<file path="src/rtl/fetch_unit.sv">
// -----------------------------------------------------------------------------
// fetch_unit
//   Instruction fetch stage of the single-issue RV32 core. Owns the program
//   counter, issues word requests to instruction memory, buffers returned
//   words together with their fetch PC in a small in-order FIFO and hands
//   them to the decoder with a valid/ready handshake. A redirect flushes all
//   work in flight and restarts fetch at the new PC.
//
//   Requests are credit limited: a request is only issued while
//   outstanding + buffered < FIFO_DEPTH, so every response is guaranteed a
//   FIFO slot and the memory response path is never back-pressured.
//
// Optional feature macro: FETCH_MISALIGN_CHK_EN
//   defined   : a redirect to a non word-aligned PC raises the sticky
//               misalign flag and halts fetch (later redirects are ignored).
//   undefined : redirect_pc[1:0] is forced to 00 and misalign is tied low.
//
// Parameters
//   RESET_PC    first fetch address after reset
//   FIFO_DEPTH  instruction buffer entries (power of two, >= 2); also the
//               cap on outstanding memory requests
//
// Ports
//   clk, rst_n                     clock, asynchronous active-low reset
//   imem_req_valid/addr/ready      word fetch request to instruction memory
//   imem_rsp_valid/data            in-order response words, latency >= 1
//   redirect_valid/pc              one-cycle redirect from branch resolution
//   instr_valid/instr/instr_pc     buffered instruction to the decoder
//   instr_ready                    decoder consumes the head this cycle
//   misalign                       sticky misaligned-redirect flag
// -----------------------------------------------------------------------------
module fetch_unit #(
  parameter logic [31:0] RESET_PC   = 32'h0000_0000,
  parameter int unsigned FIFO_DEPTH = 2
) (
  input  logic        clk,
  input  logic        rst_n,
  output logic        imem_req_valid,
  output logic [31:0] imem_req_addr,
  input  logic        imem_req_ready,
  input  logic        imem_rsp_valid,
  input  logic [31:0] imem_rsp_data,
  input  logic        redirect_valid,
  input  logic [31:0] redirect_pc,
  output logic        instr_valid,
  output logic [31:0] instr,
  output logic [31:0] instr_pc,
  input  logic        instr_ready,
  output logic        misalign
);

  localparam int unsigned PTR_W = (FIFO_DEPTH > 1) ? $clog2(FIFO_DEPTH) : 1;
  localparam int unsigned CNT_W = $clog2(FIFO_DEPTH + 1);
  localparam logic [CNT_W:0] DEPTH_C = (CNT_W + 1)'(FIFO_DEPTH);

  // Architectural state
  logic [31:0]      pc_r;
  logic [31:0]      rsp_pc_r;
  logic [CNT_W-1:0] out_cnt_r;
  logic [CNT_W-1:0] drop_cnt_r;
  logic [CNT_W-1:0] fifo_cnt_r;
  logic [PTR_W-1:0] rd_ptr_r;
  logic [PTR_W-1:0] wr_ptr_r;
  logic [31:0]      fifo_pc_r   [FIFO_DEPTH];
  logic [31:0]      fifo_word_r [FIFO_DEPTH];

  // Combinational control
  logic             redirect_take_s;
  logic             halted_s;
  logic [31:0]      target_pc_s;
  logic [CNT_W:0]   credit_used_s;
  logic             req_fire_s;
  logic             rsp_drop_s;
  logic             push_s;
  logic             pop_s;
  logic [CNT_W-1:0] out_cnt_nxt_s;
  logic [CNT_W-1:0] drop_cnt_nxt_s;
  logic [CNT_W-1:0] fifo_cnt_nxt_s;

`ifdef FETCH_MISALIGN_CHK_EN
  logic misalign_r;
  logic redirect_bad_s;

  // Misalignment detection; once halted, redirects are no longer honoured
  always_comb begin
    redirect_bad_s  = redirect_valid && (redirect_pc[1:0] != 2'b00);
    halted_s        = misalign_r;
    redirect_take_s = redirect_valid && !misalign_r;
  end

  // Sticky misalign flag, cleared only by reset
  always_ff @(posedge clk or negedge rst_n) begin
    if (!rst_n) begin
      misalign_r <= 1'b0;
    end else if (redirect_take_s && redirect_bad_s) begin
      misalign_r <= 1'b1;
    end else begin
      misalign_r <= misalign_r;
    end
  end

  assign misalign = misalign_r;
`else
  // Without the checker every redirect is honoured and fetch never halts
  always_comb begin
    halted_s        = 1'b0;
    redirect_take_s = redirect_valid;
  end

  assign misalign = 1'b0;
`endif

  // Request credit and handshake qualifiers
  always_comb begin
    // Low address bits are dropped: fetch is always word aligned
    target_pc_s   = redirect_pc & 32'hFFFF_FFFC;
    credit_used_s = {1'b0, out_cnt_r} + {1'b0, fifo_cnt_r};
    req_fire_s    = imem_req_valid && imem_req_ready;
    // A response is discarded when it belongs to a flushed request, including
    // one that lands in the same cycle as the redirect itself
    rsp_drop_s    = imem_rsp_valid && (redirect_take_s || (drop_cnt_r != {CNT_W{1'b0}}));
    push_s        = imem_rsp_valid && !rsp_drop_s;
    pop_s         = instr_valid && instr_ready;
  end

  // Credit uses registered counts only, so instr_ready never reaches the request.
  // Gating with rst_n keeps the request low for the whole reset interval.
  assign imem_req_valid = rst_n && !redirect_valid && !halted_s && (credit_used_s < DEPTH_C);
  assign imem_req_addr  = pc_r;

  // Next-state values of the outstanding, drop and buffer counters
  always_comb begin
    out_cnt_nxt_s = out_cnt_r + CNT_W'(req_fire_s) - CNT_W'(imem_rsp_valid);
    if (redirect_take_s) begin
      // Everything still in flight after this edge must be discarded
      drop_cnt_nxt_s = out_cnt_r - CNT_W'(imem_rsp_valid);
    end else if (imem_rsp_valid && (drop_cnt_r != {CNT_W{1'b0}})) begin
      drop_cnt_nxt_s = drop_cnt_r - {{(CNT_W-1){1'b0}}, 1'b1};
    end else begin
      drop_cnt_nxt_s = drop_cnt_r;
    end
    if (redirect_take_s) begin
      fifo_cnt_nxt_s = {CNT_W{1'b0}};
    end else begin
      fifo_cnt_nxt_s = fifo_cnt_r + CNT_W'(push_s) - CNT_W'(pop_s);
    end
  end

  // Fetch PC and response-PC tracking
  always_ff @(posedge clk or negedge rst_n) begin
    if (!rst_n) begin
      pc_r     <= RESET_PC;
      rsp_pc_r <= RESET_PC;
    end else if (redirect_take_s) begin
      // The first response kept after a redirect belongs to the new target
      pc_r     <= target_pc_s;
      rsp_pc_r <= target_pc_s;
    end else begin
      pc_r     <= req_fire_s ? (pc_r + 32'd4) : pc_r;
      rsp_pc_r <= push_s ? (rsp_pc_r + 32'd4) : rsp_pc_r;
    end
  end

  // Outstanding, drop and buffer occupancy counters
  always_ff @(posedge clk or negedge rst_n) begin
    if (!rst_n) begin
      out_cnt_r  <= {CNT_W{1'b0}};
      drop_cnt_r <= {CNT_W{1'b0}};
      fifo_cnt_r <= {CNT_W{1'b0}};
    end else begin
      out_cnt_r  <= out_cnt_nxt_s;
      drop_cnt_r <= drop_cnt_nxt_s;
      fifo_cnt_r <= fifo_cnt_nxt_s;
    end
  end

  // Buffer read/write pointers; a redirect empties the buffer
  always_ff @(posedge clk or negedge rst_n) begin
    if (!rst_n) begin
      rd_ptr_r <= {PTR_W{1'b0}};
      wr_ptr_r <= {PTR_W{1'b0}};
    end else if (redirect_take_s) begin
      rd_ptr_r <= {PTR_W{1'b0}};
      wr_ptr_r <= {PTR_W{1'b0}};
    end else begin
      rd_ptr_r <= pop_s  ? (rd_ptr_r + {{(PTR_W-1){1'b0}}, 1'b1}) : rd_ptr_r;
      wr_ptr_r <= push_s ? (wr_ptr_r + {{(PTR_W-1){1'b0}}, 1'b1}) : wr_ptr_r;
    end
  end

  // Buffer storage; cleared on reset so instr/instr_pc read zero
  always_ff @(posedge clk or negedge rst_n) begin
    if (!rst_n) begin
      for (int i = 0; i < int'(FIFO_DEPTH); i++) begin
        fifo_pc_r[i]   <= 32'h0000_0000;
        fifo_word_r[i] <= 32'h0000_0000;
      end
    end else if (push_s) begin
      fifo_pc_r[wr_ptr_r]   <= rsp_pc_r;
      fifo_word_r[wr_ptr_r] <= imem_rsp_data;
    end else begin
      for (int i = 0; i < int'(FIFO_DEPTH); i++) begin
        fifo_pc_r[i]   <= fifo_pc_r[i];
        fifo_word_r[i] <= fifo_word_r[i];
      end
    end
  end

  // Decoder side: buffer head straight from registers
  assign instr_valid = (fifo_cnt_r != {CNT_W{1'b0}});
  assign instr       = fifo_word_r[rd_ptr_r];
  assign instr_pc    = fifo_pc_r[rd_ptr_r];

endmodule

</file>
<file path="config.mk">
export PLATFORM = sky130hd
export DESIGN_NAME = fetch_unit
export DESIGN_NICKNAME = d
export VERILOG_FILES = /design/src/rtl/fetch_unit.sv
export SDC_FILE = /design/constraint.sdc
export NUM_CORES = 1
export LEC_CHECK = 0
export ABC_CLOCK_PERIOD_IN_PS = 4000
export BUFFER_PORTS_ARGS = -buffer_cell sky130_fd_sc_hd__buf_4
export CAP_MARGIN = 25
export CORE_MARGIN = 2
export CORE_UTILIZATION = 60
export DETAILED_ROUTE_END_ITERATION = 12
export PLACE_DENSITY = 0.85
export REMOVE_ABC_BUFFERS = 1
export SKIP_LAST_GASP = 1
export SLEW_MARGIN = 25
export SYNTH_ARGS = -nofsm -noshare
export SYNTH_HDL_FRONTEND = slang
export SYNTH_SLANG_ARGS = --single-unit
</file>
<file path="constraint.sdc">
create_clock -name clk -period 4 [get_ports clk]
set_clock_uncertainty 0.05 [all_clocks]
set_input_delay 1.2 -clock clk [delete_from_list [all_inputs] [get_ports clk]]
set_output_delay 1.2 -clock clk [all_outputs]
set_load 0.01 [all_outputs]
</file>
After elaboration in Yosys (flattened, before gate mapping) --
Index checks and enable logic that the tools add are counted.
Word-level totals: latch bits 0, register bits after elaboration 200, memories 0, output and inout bits 99, RAM bits 0, logic and storage cells 66, ROM bits 0
Operators by class: reductions and logical operators 17, bitwise operators 2, $lt $le $gt $ge 4, multiply operators 0, add/sub/neg operators 11, shift operators 0, eq/ne operators 0, divide/modulo/power cells 0, multiplexer cells 21
Operators by type and width (count):
- two-way mux 32 bit | 11
- bitwise mux 64 bit | 2
- adder 32 x 3 -> 32 bit (second input constant) | 2
- demux 32 bit (select 1 bit) | 1
- nonzero test 2 bit | 6
- logical AND 1 bit | 8
- two-way mux 2 bit | 3
- subtractor 2 x 1 -> 2 bit | 3
- adder 2 x 1 -> 2 bit | 2
- >= comparator 2 bit (second input constant) | 2
- two-way mux 1 bit | 4
- NOT 1 -> 2 bit | 2
- adder 2 x 2 -> 3 bit | 1
- less-than comparator 3 x 2 -> 1 bit (second input constant) | 1
- adder 1 bit (second input constant) | 2
- logical NOT 1 bit | 2
- less-than comparator 2 x 1 -> 1 bit (second input constant) | 1
- subtractor 2 x 1 -> 2 bit (second input constant) | 1
- logical OR 1 bit | 1

Longest topological paths before layout --
word-level depth 8, depth in mapped cells 12, gate-level depth less buffers 10

Worst setup path after synthesis --
OpenSTA, ideal clock, no wires.
kind input to register, start input port redirect_valid, end register out_cnt_r[1], library setup time 0.123 ns, cell stages on the path 10, data required time 3.827 ns, setup slack 0.984 ns, buffers on the path 2, arrival 2.843 ns, cell sequence nor4b_4 and2_4 inv_2 buf_6 buf_2 ha_1 inv_1 ha_1 xnor2_1 xnor2_1
Between the ends: longest elaborated chain between the ends 6
RTL lines:
- from (decl) | RTL line 43 | input logic redirect_valid,
- logical NOT 1 bit | RTL line 128 | assign imem_req_valid = rst_n && !redirect_valid && !halted_s && (credit_used_s < DEPTH_C);
- logical AND 1 bit (2 in series) | RTL line 128
- logical AND 1 bit | RTL line 118 | req_fire_s = imem_req_valid && imem_req_ready;
- adder 2 x 1 -> 2 bit | RTL line 133 | out_cnt_nxt_s = out_cnt_r + CNT_W'(req_fire_s) - CNT_W'(imem_rsp_valid);
- subtractor 2 x 1 -> 2 bit | RTL line 133
- named net out_cnt_nxt_s[1] | RTL line 76 | logic [CNT_W-1:0] out_cnt_nxt_s;
- to (signal assigned) | RTL line 167 | out_cnt_r <= {CNT_W{1'b0}};
- to (signal assigned) | RTL line 171 | out_cnt_r <= out_cnt_nxt_s;
- to (decl) | RTL line 59 | logic [CNT_W-1:0] out_cnt_r;
The timed path passes the listed nets, and every way through them passes these cells. A chain may end at the register's enable or synchronous reset.

Final worst setup path --
start register fifo_cnt_r[0], end output port imem_req_valid
Between the ends: longest elaborated chain between the ends 3
RTL lines:
- from (decl) | RTL line 61 | logic [CNT_W-1:0] fifo_cnt_r;
- from (signal assigned) | RTL line 169 | fifo_cnt_r <= {CNT_W{1'b0}};
- from (signal assigned) | RTL line 173 | fifo_cnt_r <= fifo_cnt_nxt_s;
- adder 2 x 2 -> 3 bit | RTL line 117 | credit_used_s = {1'b0, out_cnt_r} + {1'b0, fifo_cnt_r};
- less-than comparator 3 x 2 -> 1 bit | RTL line 128
- logical AND 1 bit | RTL line 128
- to (decl) | RTL line 38 | output logic imem_req_valid,
Every way passes these cells.

==> results.json <==
{
  "leakage_nw": 5.131,
  "diodes": 0,
  "avgSynthCellArea_um2": 12.11,
  "antenna_found_initial": 0,
  "hold_violations": 0,
  "cts_root_buffer": "clkbuf_16",
  "status": "completed",
  "critPathLaunchType": "flip-flop",
  "ys.flop_type": "dfrtp_1",
  "swShare": 0.2993,
  "rsz0062_at_grt": "no",
  "numClockSinks": 192,
  "die_h_um": 128.0,
  "cts-root-to-sink-buffers": 2,
  "core_um2": 15090,
  "ys_warn_count": 0,
  "worst_hold_slack_ns": 0.4396,
  "groute.usage.overall": 0.2550,
  "power_switching_w": 0.002233,
  "yosysUniqueCellTypes": 52,
  "synth_edf_count": 0,
  "path_class": "reg -> out",
  "drtAntennaViolNets": 0,
  "tightest_slew_ns": 0.7691,
  "peakVddDrop_mv": 0.3469,
  "multiInputGateArea_um2": 4169,
  "cts_hold_buffers": 0,
  "worstPathRequired_ns": 2.75,
  "die_x_um": 128.0,
  "cap_violations": 0,
  "drc": 0,
  "drt_iter0_drc": 513,
  "syn2layout_area_growth_pct": 21.88,
  "cts_repair_resize_count": 0,
  "fin_util": 0.7455,
  "intPower_w": 0.005229,
  "layout.nets": 992,
  "r2r_slack_ns": 1.12,
  "gp_congestion": 0.8458,
  "p_clk_frac": 0.237,
  "pre_cts_ws_ns": 0.8293,
  "max_freq_ghz": 0.3034,
  "seq_area_um2": 4806,
  "n_fill_cell": 1033,
  "slew_headroom": 0.4873,
  "tritoncts": "done",
  "critPathMaxFanout": 5,
  "wl_um": 20580,
  "initial_utilization": 0.6117,
  "finalCritPeriodShare": 0.8241,
  "worst_ep_arrival_time_ns": 2.05,
  "setup_viol": 0,
  "io_buffers": 161,
  "worst_setup_path_end_kind": "output pin",
  "grt_max_degree": 145,
  "grt_first_pass_wirelength_um": 32510,
  "grt_pass1_vias": 6406,
  "clock_latency_ns": 0.43,
  "fin_area_um2": 11250,
  "ys_seq_elements": 192,
  "vias_per_cell": 5.940,
  "syn-cell-area_um2": 9230,
  "dr.pass1.iters": 7,
  "ys_seq_area_frac": 0.5205,
  "placedCellCount": 1082,
  "numCtsBuffers": 17,
  "grt-ovfl-total": 0,
  "async_reset_ff_frac": 1.000,
  "postCtsSetupBuffers": 0,
  "num_io_pins": 169,
  "die_area_um2": 16390,
  "slew_violations": 0,
  "hp-class": "reg -> reg",
  "layout-drive-gt1-share": 0.4406,
  "num_rows": 45,
  "seq_power_share": 0.408,
  "cts_max_level": 4,
  "postPlaceCellArea_um2": 10630,
  "synth_cells": 762,
  "powerDensity_nw_per_um2": 663.4,
  "fin_ws_ns": 0.7036,
  "fin_crit_ns": 3.296,
  "hpwl_um": 14090,
  "path_clk_slew_ns": 0.07,
  "final_cells": 1114,
  "wl_per_cell_um": 18.48,
  "vias": 6617,
  "pwr-share-comb": 0.355
}
==> synthesized netlist by cell type, drive strengths merged (2+ instances only) <==
master  count  share of area
or3         3         0.0020
o21ai      33          0.018
ha          8          0.011
or4         6         0.0053
nand3      30          0.017
inv        18         0.0073
clkbuf     20         0.0083
a31oi       5         0.0034
and3       14         0.0096
a221oi      2         0.0019
xnor2      26          0.025
xor2       11          0.010
o31a        2         0.0019
nand4      19          0.013
a21oi      11         0.0060
and2        5         0.0037
nor2       22         0.0089
o311ai      8         0.0076
mux2i       5         0.0054
nand2      59          0.025
nor3       11         0.0060
nor2b       2         0.0014
mux2      191           0.23
o211ai     13          0.011
and4        8         0.0076
buf        24          0.015
dfrtp     192           0.52
nor4        4         0.0043
==> path summary, 6_finish.rpt <==
check,start,end,depth (start not counted)
worst max-delay path,fifo_cnt_r[0],imem_req_valid,4
max in group asynchronous,rst_n,rsp_pc_r[20],3
worst min register to register,fifo_pc_r[13],fifo_pc_r[13],2
worst max register to register,fifo_cnt_r[0],imem_req_addr[30],8
min in group asynchronous,rst_n,fifo_word_r[37],2
worst min-delay path,fifo_pc_r[13],fifo_pc_r[13],2
==> placed cells by master (no fill, tap or decap), drive strengths merged, types with 2 or more instances in the layout <==
| cell | instances |
|---|---|
| a21oi | 11 |
| a221oi | 2 |
| a31oi | 5 |
| and2 | 5 |
| and3 | 14 |
| and4 | 8 |
| buf | 171 |
| bufinv | 3 |
| clkbuf | 22 |
| clkinv | 5 |
| clkinvlp | 2 |
| conb | 5 |
| dfrtp | 192 |
| ha | 8 |
| inv | 19 |
| mux2 | 191 |
| mux2i | 5 |
| nand2 | 59 |
| nand3 | 30 |
| nand4 | 19 |
| nor2 | 22 |
| nor2b | 2 |
| nor3 | 11 |
| nor4 | 4 |
| o211ai | 13 |
| o21ai | 33 |
| o311ai | 8 |
| o31a | 2 |
| or3 | 3 |
| or4 | 6 |
| xnor2 | 26 |
| xor2 | 11 |
==> area by class of cell <==
class,count,area share
Clock inverter,11,0.01368
Timing Repair Buffer,172,0.1198
Sequential cell,192,0.4272
Multi-Input combinational cell,512,0.3706
Tap cell,188,0.02091
Inverter,18,0.006006
Clock buffer,21,0.04182
==> state kept, by name, indices dropped and copies added (netlist names) <==
| signal | cells |
|---|---|
| imem_req_addr | 30 |
| rd_ptr_r | 1 |
| wr_ptr_r | 1 |
| out_cnt_r | 2 |
| fifo_cnt_r | 2 |
| drop_cnt_r | 2 |
| fifo_pc_r | 60 |
| fifo_word_r | 64 |
| rsp_pc_r | 30 |
==> critical path: stages (launching register included) <==
cell and delay (ns):
dfrtp_1 0.39, and2_1 0.17, fa_1 0.47, nor4b_4 0.39, buf_4 0.19
==> logic make-up (layout without fill, tap and decap cells) <==
kind of cell | count (synthesis) | count (layout) | share of synthesized area
muxes | 196 | 196 | 0.2389
DFF | 192 | 192 | 0.5205
AOI/OAI and AO/OA | 79 | 79 | 0.05436
and+or+nand+nor | 186 | 186 | 0.1075
other | 1 | 5 | 0.0004063
buffers and inverters | 62 | 222 | 0.03023
xor gates and xnor gates | 37 | 37 | 0.03511
adders and majority gates | 9 | 9 | 0.01301
==> stage by stage <==
step	power [W]	TNS, ns
2_1_floorplan	0.004585	-108.51
5_1_grt	0.007878	0
3_3_place_gp	0.005629	0
6_report	0.007463	0
3_5_place_dp	0.005733	0
4_1_cts	0.007511	0
==> layer usage <==
layer,global-route usage,routed length (um)
met1,0.3474,8938
met4,0.09632,459
met5,0,0
met2,0.4052,9731
met3,0.05593,1454
==> power groups by stage <==
stage               combinational (W)  sequential, W  clock (W)
finish                        0.00265        0.00304    0.00177
global route                  0.00287        0.00313    0.00188
CTS                           0.00268        0.00304    0.00179
detailed placement            0.00266        0.00307          0
global placement              0.00260        0.00303          0
floorplan                     0.00160        0.00299          0
(Power assumes the default switching activity.)
